<file path="src/rtl/mul_hilo_capture.sv">
// mul_hilo_capture: sequencer for an external multi-cycle multiplier with HI/LO
// result registers.
//
// A start request latches the operands, pulses mul_clr and waits for the
// multiplier to settle. It then captures the 64-bit product into HI/LO and
// pulses done.
//
// Ports:
//   clk, clr        clock and synchronous active-high reset
//   start           begin a multiply; ignored while busy
//   a_in, b_in      operands from the register file
//   product_in      product from the multiplier, sampled only on the capture edge
//   a_out, b_out    operands held stable to the multiplier
//   mul_clr         one-cycle pulse that clears the multiplier accumulator
//   busy, done      status flag and one-cycle completion pulse
//   bus_in, hi_wr,
//   lo_wr           direct HI/LO writes; dropped on the capture edge
//   hi_out, lo_out  HI/LO contents
//   ovf             product does not fit in 32 signed bits
//                   (present only when MUL_OVF_FLAG_EN is defined)
//
// Optional feature macro: MUL_OVF_FLAG_EN

module mul_hilo_capture #(
    parameter int unsigned LATENCY = 16
) (
    input  logic        clk,
    input  logic        clr,
    input  logic        start,
    input  logic [31:0] a_in,
    input  logic [31:0] b_in,
    input  logic [63:0] product_in,
    output logic [31:0] a_out,
    output logic [31:0] b_out,
    output logic        mul_clr,
    output logic        busy,
    output logic        done,
    input  logic [31:0] bus_in,
    input  logic        hi_wr,
    input  logic        lo_wr,
    output logic [31:0] hi_out,
    output logic [31:0] lo_out
`ifdef MUL_OVF_FLAG_EN
    ,
    output logic        ovf
`endif
);

    localparam int unsigned CNT_W = 8;

    typedef enum logic [1:0] {
        IDLE    = 2'd0,
        RUN     = 2'd1,
        CAPTURE = 2'd2,
        DONE    = 2'd3
    } state_t;

    state_t             state;
    logic [CNT_W-1:0]   cnt;

    // Sequencer, operand/result registers and status outputs.
    always_ff @(posedge clk) begin
        if (clr) begin
            state   <= IDLE;
            cnt     <= '0;
            a_out   <= '0;
            b_out   <= '0;
            hi_out  <= '0;
            lo_out  <= '0;
            mul_clr <= 1'b0;
            busy    <= 1'b0;
            done    <= 1'b0;
`ifdef MUL_OVF_FLAG_EN
            ovf     <= 1'b0;
`endif
        end else begin
            mul_clr <= 1'b0;
            done    <= 1'b0;

            // Direct writes lose to the product capture.
            if (hi_wr && (state != CAPTURE)) hi_out <= bus_in;
            if (lo_wr && (state != CAPTURE)) lo_out <= bus_in;

            case (state)
                IDLE, DONE: begin
                    if (start) begin
                        a_out   <= a_in;
                        b_out   <= b_in;
                        mul_clr <= 1'b1;
                        cnt     <= CNT_W'(LATENCY - 1);
                        busy    <= 1'b1;
                        state   <= RUN;
                    end else begin
                        state   <= IDLE;
                    end
                end

                RUN: begin
                    // The cycle in which mul_clr is high is the clear cycle.
                    // The LATENCY count starts after it.
                    if (!mul_clr) begin
                        if (cnt == '0) begin
                            state <= CAPTURE;
                        end else begin
                            cnt   <= cnt - CNT_W'(1);
                        end
                    end
                end

                CAPTURE: begin
                    hi_out <= product_in[63:32];
                    lo_out <= product_in[31:0];
`ifdef MUL_OVF_FLAG_EN
                    ovf    <= (product_in[63:32] != {32{product_in[31]}});
`endif
                    done   <= 1'b1;
                    busy   <= 1'b0;
                    state  <= DONE;
                end

                default: begin
                    busy  <= 1'b0;
                    state <= IDLE;
                end
            endcase
        end
    end

endmodule

</file>
<file path="config.mk">
export PLATFORM = sky130hd
export DESIGN_NAME = mul_hilo_capture
export DESIGN_NICKNAME = d
export VERILOG_FILES = /design/src/rtl/mul_hilo_capture.sv
export SDC_FILE = /design/constraint.sdc
export NUM_CORES = 1
export LEC_CHECK = 0
export ABC_AREA = 1
export ABC_CLOCK_PERIOD_IN_PS = 1500
export BUFFER_PORTS_ARGS = -buffer_cell sky130_fd_sc_hd__buf_4
export CAP_MARGIN = 10
export CORE_MARGIN = 2
export CORE_UTILIZATION = 40
export CTS_CLUSTER_SIZE = 20
export DETAILED_ROUTE_END_ITERATION = 10
export HOLD_SLACK_MARGIN = 0.06
export PLACE_DENSITY = 0.7
export SYNTH_ARGS = -nofsm -noshare
export SYNTH_HDL_FRONTEND = slang
export SYNTH_SLANG_ARGS = --single-unit
</file>
<file path="constraint.sdc">
create_clock -name clk -period 1.5 [get_ports clk]
set_input_delay 0.15 -clock clk [delete_from_list [all_inputs] [get_ports clk]]
set_output_delay 0.15 -clock clk [all_outputs]
set_load 0.005 [all_outputs]
</file>
==> results of run 1 <==
-- layout by cell type (no fill, tap or decap), drive strengths merged, types with 2 or more instances in the layout --
master	count
o211ai	8
clkbuf	26
clkinv	5
o21ai	122
nor2	164
inv	91
nand2	150
ha	3
dfxtp	141
nand3	16
a21oi	31
a22oi	30
nand4	3
bufinv	2
or2	2
buf	317
dlygate4sd3	94
-- power by group through the flow --
| stage | Clock (mW) | Combinational, mW | Sequential, mW |
|---|---|---|---|
| after global placement | 0 | 5.82 | 5.33 |
| after global routing | 4.34 | 7.26 | 5.45 |
| after floorplan | 0 | 3.26 | 5.39 |
| after detailed placement | 0 | 5.88 | 5.37 |
| after CTS | 4.17 | 6.23 | 5.31 |
| final | 4.11 | 6.55 | 5.35 |
-- final cells by class --
cell class | instances | area (sq um)
Tap cell | 184 | 230
Sequential cell | 141 | 2820
Clock inverter | 7 | 87.6
Timing Repair Buffer | 413 | 3480
Fill cell | 1179 | 4550
Multi-Input combinational cell | 532 | 2530
Inverter | 92 | 352
Clock buffer | 24 | 482
-- kinds of logic (layout without fill, tap and decap cells) --
family                     count (synthesis)  after routing  share of synthesized area
buffers and inverters                    144            536                      0.111
and+or+nand+nor                          334            335                      0.226
DFF                                      141            141                      0.474
xor gates and xnor gates                   1              1                    0.00147
AOI/OAI and AO/OA                        193            193                      0.181
adders and majority gates                  3              3                    0.00631
-- registers in the layout, indices dropped and copies added (netlist names) --
signal,count
state,2
hi_out,32
busy,1
b_out,32
a_out,32
lo_out,32
cnt,8
done,1
mul_clr,1
-- worst min path at each step --
stage,start,to,slack [ns],cells after the start
after global routing,product_in[0],lo_out[0],0.1,5
after detailed placement,a_in[4],a_out[4],0.39,3
after floorplan,a_in[25],a_out[25],0.30,2
after global placement,a_in[25],a_out[25],0.39,3
after CTS,product_in[27],lo_out[27],0.06,5
final,product_in[27],lo_out[27],0.08,5
-- through the flow --
step / worst slack [ns] / hold slack [ns] / utilization
CTS: 0.0177 / 0.0615 / 0.681
global route: -0.0209 / 0.0951 / 0.687
floorplan: 0.0927 / 0.299 / -
finish: 0.0559 / 0.0763 / 0.687
global placement: 0.0491 / 0.385 / 0.574
detailed placement: -0.0557 / 0.393 / 0.574
-- worst max-delay path, delay by kind of cell, from the launching register on --
kind	cells	cell delay, ns
flops	1	0.34
buf+inv	2	0.27
fa+ha+maj	1	0.27
compound gates	1	0.24
simple gates	2	0.19
-- routing by layer --
| layer | track usage | vias up | part of all wire |
|---|---|---|---|
| li1 | - | 3364 | - |
| met1 | 0.297 | 2995 | 0.40 |
| met2 | 0.431 | 306 | 0.49 |
| met3 | 0.0875 | 33 | 0.091 |
| met4 | 0.0989 | 0 | 0.022 |
| met5 | 0 | - | 0 |
-- repair_timing --
item                                    in CTS  in global routing
endpoints found under the setup margin       9                 62
resized for setup                            5                 18
buffers inserted                             2                  1
pin swaps                                    4                  6
endpoints found under the hold margin      101                  0
gates cloned                                 1                  2
hold buffers                                94                  0
==> reports/results.ini, run 1 <==
[pwr]
p_int_mw = 10.5
total_power_mw = 16.0
power.density_mw_per_mm2 = 1600
pwr-share-clk = 0.257
ir_drop_mv = 1.19
comb_power_share = 0.409
switchingPower_mw = 5.53
swShare = 0.345
seqPwrFrac = 0.334
p_leak_nw = 5.06

[logic_synthesis]
syn_avg_cell_area_sq_um = 7.29
synth_area_sq_mm = 0.00595
synth.top_cells.by_count = nor2_1, nand2_1, dfxtp_1
synthArstFlopShare = 0
synth_top_area_frac = 0.474
synth_most_common_cell = nor2_1
synth_edf_count = 0
synth.largest_area_cell = dfxtp_1
seq_area_frac_synth = 0.474
yosys_warnings = 0
syn_inst = 816
ys_types = 29
synth_nets = 984
synth_area_leaders = dfxtp_1, nor2_1, nand2_1
synth_seq_cells = 141
ys.flop_type = dfxtp_1

[placed_design]
io_buffers = 295
dp_hpwl_mm = 13.5
gp_congestion = 0.873
placed_cells = 1262
place_area_sq_mm = 0.00835

[setup_path]
cp.arrival_ns = 1.75
critical_path_class = reg2reg
reg2reg_from = state[0]
required_ns = 1.81
cp_cell_sequence = inv_2 -> ha_4 -> nand2_2 -> buf_12 -> o21ai_0 -> nor2_1
crit_path_end = a_out[15]
reg2reg_to = a_out[15]
max_stage_delay_ns = 0.34
rr_worst_depth = 6
startpoint = state[0]
start_kind = register
critPathSlowestCell = dfxtp_1
worstSetupEndpointType = register
path_max_fanout = 65
rrSetupSlack_ns = 0.06

[global_routing]
grt_overflow = 0
grt_pass1_vias = 6439
grt.total_usage = 0.255
grt_max_degree = 74
antenna_found_initial = 0
grt_pass1_wl_mm = 32.3

[routing]
drt_iter0_drc = 415
vias_per_cell = 4.81
dr_total_vias = 6698
wl_mm = 21.1
drtAntennaViolNets = 0
wl_per_cell_um = 15.1
first_pass_iters = 5
drc = 0

[cells_and_area]
final_area_sq_mm = 0.00999
drive_gt1_frac = 0.310
stdcell_count = 1393
area_delta_synth_final_pct = 67.8
antennaDiodeCount = 0
final_nets = 1365

[floorplanning]
num_rows = 44
ios = 296
die_w_um = 126
start_util = 0.410
dieArea_sq_mm = 0.0159
coreArea_sq_mm = 0.0145
die_h_um = 126

[timing]
timing.setup.tns_ns = 0
max_freq_ghz = 0.692
slew_headroom = 0.783
finalClockSkew_ns = 0.0112
finalSetupViolations = 0
drv_slew = 0
finalCritPeriodShare = 0.963
layout_min_cycle_time_ns = 1.44
worst_pin_slew_ns = 0.326
timing_hold_violations_final = 0
rsz0062_at_grt = yes

[clock_tree]
clk_path_buf_depth = 2
cts-htree-levels = 4
cts_tree = done
path_clk_slew_ns = 0.06
clock_sinks = 141
cts_buffers = 17
insertion_delay_ns = 0.42
root_buffer = clkbuf_16

[job]
max_cap_violations = 0

[hold_path]
hold_class = in2reg

[status]
status = finished, final reports clean

Note: power is estimated with default switching activity, not from simulation.
==> run 2, diff against run 1 <==
--- a/config.mk
+++ b/config.mk
@@ -6,7 +6,7 @@
 export NUM_CORES = 1
 export LEC_CHECK = 0
 export ABC_AREA = 1
-export ABC_CLOCK_PERIOD_IN_PS = 1500
+export ABC_CLOCK_PERIOD_IN_PS = 1600
 export BUFFER_PORTS_ARGS = -buffer_cell sky130_fd_sc_hd__buf_4
 export CAP_MARGIN = 10
 export CORE_MARGIN = 2
==> constraint.sdc (replaced) <==
create_clock -name clk -period 1.6 [get_ports clk]
set_input_delay 0.16 -clock clk [delete_from_list [all_inputs] [get_ports clk]]
set_output_delay 0.16 -clock clk [all_outputs]
set_load 0.005 [all_outputs]
==> reports/results.ini, run 2 (same netlist as run 1, synthesis figures left out) <==
[cells_and_area]
drive_gt1_frac = 0.303  ; was 0.310
multi_input_area_sq_mm = 0.00250  ; was 0.00253 sq mm
register_area_sq_mm = 0.00282  ; unchanged
final_cell_mix = buf_4, nor2_1, nand2_1, dfxtp_1, o21ai_0  ; was buf_4, nor2_1, nand2_1, dfxtp_1, dlygate4sd3_1
final_nets = 1334  ; was 1,365
area_delta_synth_final_pct = 62.4  ; was 67.8%
post-route-util = 0.665  ; was 0.687
antennaDiodeCount = 0  ; unchanged
fillers = 1280  ; was 1,179
layout_commonest_cell = buf_4  ; unchanged

[timing]
drv_slew = 0  ; unchanged
finalSetupViolations = 0  ; unchanged
rsz0062_at_grt = no  ; was yes
timing.setup.tns_ns = 0  ; unchanged
slew_headroom = 0.755  ; was 0.783
layout_min_cycle_time_ns = 1.49  ; was 1.44 ns
finalCritPeriodShare = 0.929  ; was 0.963
finalClockSkew_ns = 0.00901  ; was 0.0112 ns
hold_ws_ns = 0.0702  ; was 0.0763 ns
worst_pin_slew_ns = 0.368  ; was 0.326 ns
setup_slack_ns = 0.114  ; was 0.0559 ns
max_freq_ghz = 0.673  ; was 0.692 GHz
timing_hold_violations_final = 0  ; unchanged

[global_routing]
grt_pass1_vias = 6190  ; was 6,439
grt_max_degree = 80  ; was 74
antenna_found_initial = 0  ; unchanged
grt.total_usage = 0.246  ; was 0.255
grt_pass1_wl_mm = 31.4  ; was 32.3 mm
grt_overflow = 0  ; unchanged

[floorplanning]
coreArea_sq_mm = 0.0145  ; unchanged
dieArea_sq_mm = 0.0159  ; unchanged
die_w_um = 126  ; unchanged
num_rows = 44  ; unchanged
die_h_um = 126  ; unchanged
ios = 296  ; unchanged
start_util = 0.410  ; unchanged

[setup_path]
cp.arrival_ns = 1.80  ; was 1.75 ns
rr_worst_depth = 7  ; was 6
required_ns = 1.91  ; was 1.81 ns
worstSetupEndpointType = register  ; unchanged
rrSetupSlack_ns = 0.11  ; was 0.06 ns
reg2reg_from = state[0]  ; unchanged
critical_path_class = reg2reg  ; unchanged
start_kind = register  ; unchanged
reg2reg_to = a_out[12]  ; was a_out[15]
path_max_fanout = 30  ; was 65

[routing]
first_pass_iters = 5  ; unchanged
dr_total_vias = 6521  ; was 6,698
drt_iter0_drc = 447  ; was 415
drtAntennaViolNets = 0  ; unchanged
wl_per_cell_um = 15.0  ; was 15.1 um
drc = 0  ; unchanged
wl_mm = 20.4  ; was 21.1 mm
vias_per_cell = 4.78  ; was 4.81

[clock_tree]
clock_sinks = 141  ; unchanged
cts_tree = done  ; unchanged
cts-htree-levels = 4  ; unchanged
root_buffer = clkbuf_16  ; unchanged
path_clk_slew_ns = 0.06  ; about the same
cts_buffers = 17  ; unchanged
insertion_delay_ns = 0.42  ; about the same
clk_path_buf_depth = 2  ; unchanged

[job]
max_cap_violations = 0  ; unchanged

[status]
status = finished, final reports clean  ; unchanged

[pwr]
p_leak_nw = 4.92  ; was 5.06 nW
power.density_mw_per_mm2 = 1520  ; was 1600 mW/mm^2
ir_drop_mv = 0.834  ; was 1.19 mV

[hold_path]
hold_class = in2reg  ; unchanged
whs_path_depth = 5  ; unchanged
hold_start = product_in[53]  ; was product_in[27]
hold_end = hi_out[21]  ; was lo_out[27]

[placed_design]
dp_hpwl_mm = 13.2  ; was 13.5 mm
place_ws_ns = 0.0281  ; was -0.0557 ns
gp_congestion = 0.823  ; was 0.873
io_buffers = 295  ; unchanged

==> run 2: layer usage <==
layer | GRT usage | up-vias | wire, um | part of all wire
met5 | 0 | - | 0 | 0
met4 | 0.0860 | 0 | 410 | 0.020
met3 | 0.0777 | 27 | 1730 | 0.085
met2 | 0.417 | 281 | 9910 | 0.49
met1 | 0.293 | 2915 | 8370 | 0.41
li1 | - | 3298 | - | -
==> run 2: worst max path at each step <==
stage                   from  cells after the start  slack (ns)        end
finish              state[0]                      7        0.11  a_out[12]
global route        state[0]                      9        0.02     cnt[4]
CTS                 state[0]                      8       0.002     cnt[2]
detailed placement  state[0]                      6        0.03  b_out[17]
global placement    state[0]                      8        0.06     cnt[7]
floorplan           state[0]                      7        0.19   a_out[0]
==> run 2: critical path: stages (launching register included) <==
cell and delay (ns):
dfxtp_1 0.33, inv_1 0.08, ha_4 0.25, nand2_2 0.16
clkinv_4 0.14, clkbuf_16 0.23, nor2_1 0.13, nor2_1 0.06
==> run 2: metrics by stage <==
stage,total power [mW],instances,cell area [sq um]
6_report,14.7,1363,9670
5_1_grt,15.7,1363,9670
4_1_cts,14.4,1361,9580
3_5_place_dp,10.4,1255,8260
3_3_place_gp,10.3,1255,8260
2_1_floorplan,8.11,816,5950
==> run 2: final cells by class <==
| cell class | instances | area share |
|---|---|---|
| flip-flops and latches | 141 | 0.292 |
| well taps | 184 | 0.0238 |
| multi-input cells | 531 | 0.259 |
| inverters | 92 | 0.0366 |
| repair buffers | 383 | 0.329 |
| clock buffers | 26 | 0.0516 |
| clock inverters | 6 | 0.00854 |
==> run 2: repair_timing <==
action | in CTS | in global routing
resized for setup | 0 | 14
hold buffers | 74 | 0
setup endpoints to repair | 0 | 104
setup buffers | 0 | 0
endpoints found under the hold margin | 81 | 0
==> run 2: report_power, final <==
part | switching (mW) | leakage [nW] | total [mW] | internal, mW
Sequential | 0.549 | 1.17 | 4.99 | 4.44
Combinational | 3.05 | 3.47 | 5.81 | 2.76
Clock | 1.43 | 0.284 | 3.89 | 2.45
Total | 5.03 | 4.92 | 14.7 | 9.65
